## config.mk

```make
export PLATFORM = sky130hd
export DESIGN_NAME = fetch_unit
export DESIGN_NICKNAME = d
export VERILOG_FILES = /design/src/rtl/fetch_unit.sv
export SDC_FILE = /design/constraint.sdc
export NUM_CORES = 1
export LEC_CHECK = 0
export CAP_MARGIN = 20
export CORE_UTILIZATION = 36
export DETAILED_ROUTE_END_ITERATION = 8
export SKIP_LAST_GASP = 1
export SLEW_MARGIN = 20
export SYNTH_ARGS = -nofsm -noshare
export SYNTH_HDL_FRONTEND = slang
export SYNTH_SLANG_ARGS = --single-unit
```

## constraint.sdc

```tcl
create_clock -name clock -period 2.2 [get_ports clock]
set_input_delay 0.66 -clock clock [delete_from_list [all_inputs] [get_ports clock]]
set_output_delay 0.66 -clock clock [all_outputs]
set_load 0.05 [all_outputs]
```

## src/rtl/fetch_unit.sv

```systemverilog
// rtl/fetch_unit.sv - instruction fetch stage: PC register, IR1/PC1 load, NOP injection, memory request.
module fetch_unit #(
  parameter int                 ADDR_W     = 8,
  parameter int                 DATA_W     = 8,
  parameter logic [DATA_W-1:0]  NOP_INSN   = 8'h0A,
  parameter int                 WAIT_LIMIT = 15
) (
  input  logic              clock,
  input  logic              reset,
  input  logic              IR1Sel,
  input  logic [ADDR_W-1:0] ALUPC1,
  input  logic              PCSel,
  input  logic [ADDR_W-1:0] BranchTarget,
  output logic              mem_rd,
  output logic [ADDR_W-1:0] mem_addr,
  input  logic [DATA_W-1:0] mem_data,
  input  logic              mem_ready,
  output logic [DATA_W-1:0] IR1,
  output logic [ADDR_W-1:0] PC1,
  output logic [ADDR_W-1:0] PC,
  output logic              fetch_stall,
  output logic              fetch_err
);

  localparam int               CNT_W = $clog2(WAIT_LIMIT + 1);
  localparam logic [CNT_W-1:0] LIMIT = CNT_W'(WAIT_LIMIT);

  typedef enum logic [1:0] {S_INIT, S_REQ, S_DROP} state_t;

  state_t            state_q, state_d;
  logic [ADDR_W-1:0] pc_q, pc_d;
  logic [ADDR_W-1:0] pc1_q, pc1_d;
  logic [ADDR_W-1:0] drop_q, drop_d;
  logic [DATA_W-1:0] ir1_q, ir1_d;
  logic [CNT_W-1:0]  cnt_q, cnt_d, cnt_inc;
  logic              stall_q, stall_d;
  logic              err_q, err_d;

  always_comb begin
    state_d = state_q;
    pc_d    = pc_q;
    pc1_d   = pc1_q;
    drop_d  = drop_q;
    ir1_d   = ir1_q;
    cnt_d   = cnt_q;
    stall_d = 1'b0;
    err_d   = err_q;
    cnt_inc = (cnt_q == LIMIT) ? cnt_q : cnt_q + 1'b1;
    case (state_q)
      S_INIT: begin
        ir1_d   = NOP_INSN;
        state_d = S_REQ;
      end
      S_REQ: begin
        if (mem_ready) begin
          ir1_d = IR1Sel ? mem_data : NOP_INSN;
          if (IR1Sel) pc1_d = pc_q;
          pc_d  = PCSel ? pc_q + ALUPC1 : BranchTarget;
          cnt_d = '0;
        end else begin
          ir1_d   = NOP_INSN;
          stall_d = 1'b1;
          cnt_d   = cnt_inc;
          // A redirect cannot retarget the outstanding request; park its address and drain it.
          if (!PCSel) begin
            drop_d  = pc_q;
            pc_d    = BranchTarget;
            state_d = S_DROP;
          end
        end
      end
      S_DROP: begin
        ir1_d   = NOP_INSN;
        stall_d = 1'b1;
        if (mem_ready) begin
          cnt_d   = '0;
          state_d = S_REQ;
        end else begin
          cnt_d = cnt_inc;
        end
      end
      default: state_d = S_INIT;
    endcase
    if (cnt_d == LIMIT) err_d = 1'b1;
  end

  always_ff @(posedge clock or negedge reset) begin
    if (!reset) begin
      state_q <= S_INIT;
      pc_q    <= '0;
      pc1_q   <= '0;
      drop_q  <= '0;
      ir1_q   <= NOP_INSN;
      cnt_q   <= '0;
      stall_q <= 1'b0;
      err_q   <= 1'b0;
    end else begin
      state_q <= state_d;
      pc_q    <= pc_d;
      pc1_q   <= pc1_d;
      drop_q  <= drop_d;
      ir1_q   <= ir1_d;
      cnt_q   <= cnt_d;
      stall_q <= stall_d;
      err_q   <= err_d;
    end
  end

  assign mem_rd      = (state_q != S_INIT);
  assign mem_addr    = (state_q == S_DROP) ? drop_q : pc_q;
  assign IR1         = ir1_q;
  assign PC1         = pc1_q;
  assign PC          = pc_q;
  assign fetch_stall = stall_q;
  assign fetch_err   = err_q;

endmodule

```

==> reports/metrics.yaml, run 1 <==
run_status:
  status: "completed"
setup_path:
  start_kind: "register"
  crit_path_max_fanout: 4
  crit_required_ps: 1540
  crit_type: "register to output port"
  crit_path_end_kind: "output port"
  critPathArrivalTime_ps: 1530
clock_tree:
  clk_latency_ps: 290
  cts_buffer_depth: 2
  root_buffer: "clkbuf_8"
  clkTransAtPathRegs_ps: 80
  cts_buffers: 5
  tritoncts: "done"
  cts.sinks: 40
  htree_num_levels: 2
floorplan:
  fp.dieArea_mm2: 0.00626
  io_pins: 64
  start_util_pct: 38.2
  rows: 27
  coreArea_mm2: 0.00561
  fp.dieH_um: 79.1
  die_w_um: 79.1
sta:
  fin_crit_sh_pct: 99.7
  period_needed_ps: 2190
  drv_slew: 0
  worst_pin_slew_ps: 555
  setup_viol: 0
  hold_viol: 0
  finalSetupTns_ps: 0
  fmax_mhz: 456
  slew_headroom_pct: 62.6
  skew_ps: 9.98
  rsz0062_at_grt: "yes"
final_layout:
  fillCellCount: 499
  syn_to_final_growth_pct: 52.0
  stdcell_area_mm2: 0.00325
  stdcell_count: 366
  num_antenna_cells: 0
  fin_util_pct: 58.0
  layout-drive-gt1-share_pct: 32.3
  num-nets-final: 335
route:
  vias: 1804
  avgViaCountPerCell: 4.93
  ant_nets: 0
  routed_wl_mm: 5.25
  drt_iter0_markers: 88
  drtPass1Iterations: 4
  drc: 0
  wire_per_inst_um: 14.3
grt:
  antenna_found_initial: 0
  grt_use_total_pct: 17.9
  grt_pass1_wl_mm: 8.58
  grt_max_degree: 22
  grt_overflow: 0
  grt_pass1_vias: 1761
placed_design:
  port_buffers: 63
  placed_area_mm2: 0.00295
  place_inst: 351
  place_hpwl_mm: 3.88
  gp_congestion: 0.836
synthesis:
  syn_area_per_cell_um2: 10.4
  synth_fp_nets: 247
  synth_flop_cell: "dfrtp_1"
  yosys_warnings: 0
  yosysMostFrequentCell: "dfrtp_1"
  synthCells: 205
  synth_edf_count: 0
  yosysTopAreaCell: "dfrtp_1"
  synth_area_leaders: "dfrtp_1 44%, mux2_2 12%, ha_1 7.0%"
  ys_types: 37
  synth_area_mm2: 0.00214
  seq_area_frac_synth_pct: 46.9
  synthTopCellsByCount: "38 x dfrtp_1, 22 x mux2_2, 15 x a21oi_1, 15 x nand2_1, 14 x o21ai_0"
  synth_top_area_share_pct: 44.4
  async_flop_share_pct: 100
  synth_seq_cells: 40
flow_run:
  maxCapViolCount: 0
hold_path:
  hold_path_class: "primary input to async pin"
pwr:
  ir_drop_v: 0.000856
  p_per_area_mw_per_mm2: 1600
  p_leak_nw: 1.47
==> where the power goes <==
group          leakage, nW  switching, mW  internal (mW)
Sequential           0.486          0.232           1.02
Combinational        0.931           1.92           1.43
Clock               0.0552          0.253          0.337
Total                 1.47           2.40           2.79
==> cells by family (layout without fill, tap and decap cells) <==
group                      count (synthesis)  count (layout)  share of synthesized area [%]
AOI/OAI and AO/OA                         59              59                           17.8
and+or+nand+nor                           46              46                           10.3
DFF                                       40              40                           46.9
muxes                                     22              22                           11.6
buffers and inverters                     21             110                           3.80
adders and majority gates                 13              13                           7.95
xor gates and xnor gates                   4               4                           1.64
==> critical path: stages (launching register included) <==
cell     delay (ps)
dfrtp_1         390
inv_2            80
ha_4            150
buf_6           120
mux2_2          340
buf_6           150
==> registers in the layout, indices dropped and copies added, names as in the netlist <==
| register | cells |
|---|---|
| drop_q | 8 |
| PC | 8 |
| fetch_err | 1 |
| state_q | 2 |
| cnt_q | 4 |
| IR1 | 8 |
| PC1 | 8 |
| fetch_stall | 1 |
==> routing by layer <==
metal | track usage, % | routed length, um | share of wire [%]
met2 | 29.1 | 2540 | 48
met4 | 5.45 | 41 | 0.78
met5 | 0 | 0 | 0
met1 | 24.1 | 2490 | 47
met3 | 3.22 | 179 | 3.4
==> per-stage QoR <==
stage	setup WS (ps)	power (mW)	hold WS, ps
final	7.04	5.19	315
after global routing	-45.9	5.51	344
after CTS	2.57	5.11	327
after detailed placement	-438	4.30	450
after global placement	-394	4.27	447
after floorplan	24.1	3.26	364
==> layout by cell type (no fill, tap or decap), drive strengths merged, types with 2 or more instances in the layout <==
cell type,n
buf,49
dfrtp,38
clkdlybuf4s50,37
mux2,22
a21oi,16
nand2,15
o21ai,14
inv,13
ha,12
nor2,11
a22o,8
nand3,7
nor2b,7
clkbuf,6
o22ai,4
a21o,3
xor2,3
a22oi,3
dfstp,2
a31oi,2
dlymetal6s2s,2
nor3,2
==> layout make-up <==
type	instances	area, um2	share of cell area [%]
clock inverter	2	35.0	1.08
inverter	13	48.8	1.50
clock buffer	6	72.6	2.23
multi-input combinational	144	1150	35.4
timing repair buffer	89	852	26.2
sequential	40	1000	30.8
tap	72	90.1	2.77
==> timing repair <==
item                       in CTS  in global routing
setup buffers                   5                  2
hold buffers                    0                  0
pin swaps                       2                  6
setup endpoints to repair      10                 12
resized for setup              20                 12
==> path summary, 6_finish.rpt <==
kind / cells past startpoint / end / startpoint / slack [ps]
hold / removal: 1 / PC[2] / reset / 310
max in group asynchronous: 2 / IR1[3] / reset / 1330
setup reg to reg: 7 / drop_q[3] / state_q[1] / 280
min in group clock: 1 / fetch_err / fetch_err / 460
hold reg to reg: 1 / fetch_err / fetch_err / 460
setup / recovery: 5 / mem_addr[4] / state_q[0] / 7
(Power assumes the default switching activity.)
==> run 2, diff against run 1 <==
Settings changed: SLEW_MARGIN 20 to 15.
==> results of run 2 <==
No change in the layout: final DEF, timing and power equal those of run 1.
